[src/rtl/fa_serie.sv]
// Bit-serial adder/subtractor: one full adder processes operands LSB first, one bit per clock.
// Latency: N clocks from the start-capturing edge to the done pulse; busy is high for exactly those N cycles.
// Backpressure: none; start is ignored while busy and accepted in IDLE or in the DONE cycle (back-to-back).
module fa_serie #(
  parameter int N = 8
) (
  input  logic         clk,
  input  logic         reset,
  input  logic         start,
  input  logic         op,
  input  logic [N-1:0] a,
  input  logic [N-1:0] b,
  output logic [N-1:0] sum,
  output logic         c_out,
  output logic         ovf,
  output logic         busy,
  output logic         done
);

  localparam int CW = (N > 2) ? $clog2(N) : 1;

  typedef enum logic [1:0] {
    IDLE = 2'd0,
    RUN  = 2'd1,
    DONE = 2'd2
  } state_t;

  state_t         state;
  state_t         state_next;
  logic [N-1:0]   a_sh;
  logic [N-1:0]   b_sh;
  logic           op_r;
  logic           carry;
  logic [CW-1:0]  cnt;

  logic           accept;
  logic           last_bit;
  logic           b_eff;
  logic           s_bit;
  logic           c_next;

  // A new operation is taken only outside RUN; reset priority is handled by the async clear.
  assign accept   = (state != RUN) && start;
  assign last_bit = (cnt == CW'(N - 1));

  // The single full adder; subtract inverts b and seeds the carry with 1.
  assign b_eff  = b_sh[0] ^ op_r;
  assign s_bit  = a_sh[0] ^ b_eff ^ carry;
  assign c_next = (a_sh[0] & b_eff) | (a_sh[0] & carry) | (b_eff & carry);

  assign busy = (state == RUN);
  assign done = (state == DONE);

  // State register.
  always_ff @(posedge clk or posedge reset) begin
    if (reset) begin
      state <= IDLE;
    end else begin
      state <= state_next;
    end
  end

  // Next-state logic: RUN lasts exactly N cycles, DONE lasts one unless restarted.
  always_comb begin
    state_next = state;
    case (state)
      IDLE:    if (start) state_next = RUN;
      RUN:     if (last_bit) state_next = DONE;
      DONE:    state_next = start ? RUN : IDLE;
      default: state_next = IDLE;
    endcase
  end

  // Datapath: operand capture, serial add with result shifted in from the MSB end, flags on the last bit.
  always_ff @(posedge clk or posedge reset) begin
    if (reset) begin
      a_sh  <= '0;
      b_sh  <= '0;
      op_r  <= 1'b0;
      carry <= 1'b0;
      cnt   <= '0;
      sum   <= '0;
      c_out <= 1'b0;
      ovf   <= 1'b0;
    end else if (accept) begin
      a_sh  <= a;
      b_sh  <= b;
      op_r  <= op;
      carry <= op;
      cnt   <= '0;
    end else if (state == RUN) begin
      a_sh  <= a_sh >> 1;
      b_sh  <= b_sh >> 1;
      carry <= c_next;
      cnt   <= cnt + 1'b1;
      sum   <= {s_bit, sum[N-1:1]};
      if (last_bit) begin
        c_out <= c_next;
        // carry holds the carry into bit N-1 at this point
        ovf   <= carry ^ c_next;
      end
    end
  end

endmodule

[config.mk]
export PLATFORM = sky130hd
export DESIGN_NAME = fa_serie
export DESIGN_NICKNAME = d
export VERILOG_FILES = /design/src/rtl/fa_serie.sv
export SDC_FILE = /design/constraint.sdc
export NUM_CORES = 1
export LEC_CHECK = 0
export ABC_AREA = 1
export CELL_PAD_IN_SITES_DETAIL_PLACEMENT = 0
export CELL_PAD_IN_SITES_GLOBAL_PLACEMENT = 1
export CORE_ASPECT_RATIO = 1.25
export CORE_MARGIN = 3
export CORE_UTILIZATION = 37
export CTS_CLUSTER_SIZE = 8
export DETAILED_ROUTE_END_ITERATION = 10
export PLACE_DENSITY = 0.76
export SLEW_MARGIN = 40
export SYNTH_ARGS = -nofsm -noshare
export SYNTH_HDL_FRONTEND = slang
export SYNTH_SLANG_ARGS = --single-unit
[constraint.sdc]
create_clock -name clk -period 1.45 [get_ports clk]
set_input_delay 0.2175 -clock clk [delete_from_list [all_inputs] [get_ports clk]]
set_output_delay 0.2175 -clock clk [all_outputs]
set_load 0.02 [all_outputs]
* Word-level counts from Yosys, hierarchy flattened
Index checks and enable logic that the tools add are counted.
** Storage, ports and cells
- Register bits :: 33
- Bits in latches :: 0
- Memory bits (writable) :: 0
- ROM bits :: 0
- Bits of input ports :: 20
- Output and inout bits :: 12
- Word-level logic and storage cells :: 44
- Memories :: 0
** Cells by class
- Add/subtract/negate cells :: 1
- $mul :: 0
- Divide/modulo/power cells :: 0
- Order comparisons :: 0
- Equal/unequal tests :: 6
- Shift-type cells :: 0
- Muxes and demuxes :: 12
- Bitwise operators :: 10
- Reduce and logical (&&, ||, !) cells :: 6
** Operator list (count)
- 8-bit two-way mux :: 4
- 3-bit two-way mux :: 2
- 2-bit one-hot mux with 3 select lines :: 1
- 2-bit two-way mux :: 2
- 2-bit by 1-bit inequality test with 1-bit output (second input constant) :: 2
- 2-bit AND reduction :: 2
- 1-bit XOR :: 4
- 3-bit by 1-bit adder with 3-bit output (second input constant) :: 1
- 1-bit bitwise AND :: 3
- 3-bit == test (second input constant) :: 1
- 1-bit two-way mux :: 3
- 3-bit AND reduction :: 1
- 2-bit by 1-bit == test with 1-bit output (second input constant) :: 1
- 2-bit == test (second input constant) :: 1
- 2-bit zero test :: 1
- 2-bit inequality test (second input constant) :: 1
- 1-bit bitwise OR :: 2
- 2-bit nonzero test :: 1
- 1-bit logical AND :: 1
- 1-bit NOT :: 1

* Logic depth before layout (Yosys ltp)
Gate-level depths: netlist of run 1.
- Depth after elaboration :: 6
- Gate-level depth with buffers :: 7
- Mapped depth without buffers :: 7

* Least setup slack after synthesis of run 1
OpenSTA, ideal clock, no wires.
- Path type :: register -> register
- Start :: reg op_r
- End :: reg ovf
- Setup time :: 0.065 ns
- Arrival time :: 1.139 ns
- Data required time :: 1.385 ns
- Setup slack :: 0.246 ns
- Stages on the path, launching flop included :: 8
- Path buffers :: 0
- Period minus slack after synthesis :: 1.204 ns
- Cell sequence :: dfrtp_1 > xnor2_1 > fa_1 > inv_1 > nand2_1 > nand2_1 > nand2_1 > nand2_1
** On the way
- Word-level cells in the longest chain between the ends :: 5
- Elaborated cells between the ends (all ways) :: 6
- Those cells by class :: 6 x bitwise
** Ends and longest elaborated chain
- start, declared :: line 32 : logic op_r;
- start signal, assigned :: line 88 : op_r <= op;
- 1-bit XOR * :: line 47 : assign b_eff = b_sh[0] ^ op_r;
- 1-bit bitwise AND :: line 49 : assign c_next = (a_sh[0] & b_eff) | (a_sh[0] & carry) | (b_eff & carry);
- 1-bit bitwise OR :: line 49
- 1-bit bitwise OR * :: line 49
- 1-bit XOR * :: line 100 : ovf <= carry ^ c_next;
- end signal, assigned :: line 100
- end, declared :: line 15 : output logic ovf,
Mark *: on every way between the ends. The rest lies on a longest branch, timed or not.
A chain may end at the register's enable or synchronous reset.

* Worst setup path after layout of run 1
- Start :: reg state[1]
- End :: out done
** On the way
- Word-level cells in the longest chain between the ends :: 1
** Ends and longest elaborated chain
- start, declared :: line 28 : state_t state;
- start signal, assigned :: line 59 : state <= state_next;
- 2-bit == test :: line 52 : assign done = (state == DONE);
- end, declared :: line 17 : output logic done
Every way passes these cells.

==> summary by stage, run 1 <==
CTS
The number of buffers created by CTS is 5. For this design, the sink count on the clock tree is 33. After clock tree synthesis, the clock-pin slew on the worst setup and hold paths is roughly 0.070 ns. The root buffer selected by CTS is sky130_fd_sc_hd__clkbuf_8.

The number of buffers between clock root and the deepest sink is 2. Clock latency on the worst-skew pair, taken at its later pin, is between 0.2 and 0.3 ns. TritonCTS built the clock tree.

The number of H-tree branching levels is 2. The number of setup buffers added after CTS is 0.

Critical path
The most critical setup path has its endpoint at done. Traced cell by cell, the critical path runs through inv_1, nor2_1, dlygate4sd2_1. The register-to-register setup slack is between 0.1 and 0.15 ns. On the critical path, the stage with the largest delay is an instance of sky130_fd_sc_hd__dfrtp_1. The kind of end point of the critical path is a primary output. The number of logic stages on the critical path including buffering is 3. STA classifies the critical path startpoint as a flip-flop. The critical path is of the reg -> out type. The cell family with the largest share of critical-path delay is buffers and inverters. The capturing point of the worst reg2reg path is ovf. Measured in cells, the most critical reg-to-reg path has a length of 7. For this run, the slowest stage of the critical path takes 0.39 ns.

In this run the worst path has a maximum fanout of 2. The startpoint of the worst setup timing path is state[1]. The required time of the critical path is ~1.2 ns.

The start of the worst register-to-register path is b_sh[0]. The number of buffers and inverters on the critical path is 2. The data arrival time of the critical path is 1.16 ns.

Power and ir drop
In this run the power density over the cells is just under 2000 nW/um2. The maximum resistive drop on vdd is 0.771 mV. The leakage power of the design is 0.964 nW.

STA
The final period demand of the worst path is around 1.4 ns. The count of final setup violators is 0. Setup repair after global routing left no endpoint under its margin. The count of endpoints failing hold in the final timing report is 0.

For the final database, setup skew stands at roughly 0.0048 ns. Derived from the worst setup path, the maximum achievable clock frequency is about 730 MHz. The final number of max-transition violations is 0. The period utilization is 0.950. The slew of the pin with the lowest slew margin is between 0.6 and 0.7 ns. Across all setup checks in the final design, the least slack found is around 0.073 ns.

The tightest slew margin relative to the limit is 0.582.

Routing
Wires add up to around 2900 um. In this run, the number of DRC markers left after iteration 0 of detailed routing was 38. After detailed routing, the number of remaining DRC violations is 0.

Across all layers, the routed design uses around 1200 vias. Before antenna repair, the detailed router went through 4 iterations. The detail-routed net length per standard cell is between 10 and 15 um. The count of antenna-violating nets left after detailed routing is 0. The ratio of routed vias to standard cells is ~4.8.

Die
The die is approximately 77 um tall. The chip width is around 63 um. The total I/O pin count is 32. The total area inside the core boundary comes to approximately 3800 um2. The die covers between 4000 and 5000 um2.

The effective utilization at floorplan is 0.393. The number of core rows is 25.

Yosys
The cell area that synthesis handed to floorplanning was ~1500 um2. The post-synthesis sequential area ratio is 0.546. The share of the synthesized area in the top cell type is 0.546. The async set or reset register ratio after synthesis is 1.00.

The most common cell in the netlist is sky130_fd_sc_hd__nand2_1. The total of warnings raised by yosys is 0. The average instance in the mapped netlist occupies 8.85 um2.

Synthesis handed over a netlist of around 170 instances. The number of synthesized register bits is 33. Sorting the synthesized cells by how often they occur yields 56 x sky130_fd_sc_hd__nand2_1, 52 x sky130_fd_sc_hd__nand3_1, 33 x sky130_fd_sc_hd__dfrtp_1.

The most used flip-flop cell after synthesis is sky130_fd_sc_hd__dfrtp_1. Summed over all instances, the cell type with the most area after synthesis is sky130_fd_sc_hd__dfrtp_1. Yosys mapped a number of flops with a built-in enable equal to 0. The synthesized netlist net count is 194. The count of cell types in the netlist is 16. After synthesis, the cell types taking the most area are sky130_fd_sc_hd__dfrtp_1 55%, sky130_fd_sc_hd__nand3_1 17%, sky130_fd_sc_hd__nand2_1 14%.

Final layout
The layout has a little over 400 filler cells. The post-synthesis to final-layout area growth is 27.9%. The number of nets at the end of the flow is about 230. In the final layout, the share of cells above drive strength 1 is 0.0788. The final cell count without fillers is ~260.

0 antenna diodes ended up in the layout.

Global routing
The global route total overflow is 0. The via count of the first global-routing pass is 1200. The wire length of the first global-routing pass is about 5100 um.

The number of antenna violations at the first check in global routing is 0. The combined global-route utilization of all metal layers is 0.133. The pin count of the biggest net entering global routing is 51.

Worst hold path
The class of the tightest hold or removal check is in -> async.

Placement
Buffers placed on the I/O ports in this run total 31. The setup slack after placement is -0.0181 ns. The congestion estimate from routability-driven global placement came to around 0.68. The placed instance count is 249. The half-perimeter wire length of the detailed placement result is 1940 um.

Run status
The run finished with clean final reports.

Run
The max capacitance violation total is 0.
[worst min-delay path: stages]
cell	delay, ns
sky130_fd_sc_hd__clkdlybuf4s50_1	0.40
sky130_fd_sc_hd__inv_1	0.09
sky130_fd_sc_hd__buf_12	0.21
[cell type report]
type                            count  area (um2)  share of cell area
Tap cell                           54        67.6              0.0349
Inverter                            8        30.0              0.0155
Clock buffer                        5        68.8              0.0356
Multi-Input combinational cell    119         573               0.296
Timing Repair Buffer               35         352               0.182
Sequential cell                    33         826               0.427
Clock inverter                      3        17.5             0.00906
[how the worst min path moves through the flow]
stage,end,slack (ns),cells past startpoint
after floorplan,a_sh[0],0.35,1
after global placement,c_out,0.46,2
after detailed placement,sum[0],0.47,2
after CTS,state[1],0.29,3
after global routing,op_r,0.33,3
final,op_r,0.28,3
[kinds of logic (layout without fill, tap and decap cells)]
kind of cell               after synthesis  after routing  synth area share
and+or+nand+nor                        112            112             0.333
DFF                                     33             33             0.546
buffers and inverters                   19             51            0.0753
adders and majority gates                3              3            0.0298
AOI/OAI and AO/OA                        3              3            0.0108
xor gates and xnor gates                 1              1           0.00579
[layout by cell type, fill, tap and decap left out, drive strengths merged]
cell,count
nand2,57
nand3,52
dfrtp,33
clkdlybuf4s50,19
dlygate4sd2,11
inv,8
clkbuf,5
buf,4
nor2,3
o21ai,2
ha,2
clkinv,2
xnor2,1
o22ai,1
fa,1
clkinvlp,1
clkdlybuf4s15,1
[per-layer routing]
layer,vias up,share of wire,GRT usage
li1,618,-,-
met1,563,0.43,0.151
met2,36,0.48,0.225
met3,7,0.060,0.0362
met4,0,0.023,0.0713
met5,-,0,0
[state kept, by name, summed over array words and instances (netlist names)]
| register | flops |
|---|---|
| b_sh | 8 |
| op_r | 1 |
| c_out | 1 |
| state | 2 |
| cnt | 3 |
| ovf | 1 |
| carry | 1 |
| sum | 8 |
| a_sh | 8 |
[report_power, final]
| group | internal, mW | switching, mW |
|---|---|---|
| registers | 1.31 | 0.229 |
| logic | 0.626 | 0.955 |
| clock network | 0.331 | 0.334 |
[stage by stage]
step	hold WS [ns]	power (mW)	utilization	TNS, ns	area (um2)
after global placement	0.456	3.21	0.484	0	1860
final	0.281	3.78	0.503	0	1930
after CTS	0.288	3.85	0.502	0	1930
after global routing	0.327	4.12	0.503	0	1930
after floorplan	0.346	2.75	-	0	1510
after detailed placement	0.467	3.27	0.484	-0.0680	1860
[timing repair]
action,CTS,global route
setup endpoints to repair,12,1
hold buffers,0,0
resized for setup,12,1
Power figures use the tool's default switching activity.
==> run 2: changes to the inputs <==
- CTS_CLUSTER_SIZE: 8 -> default
==> results of run 2 <==
Final layout, timing and power as in run 1 (identical DEF).
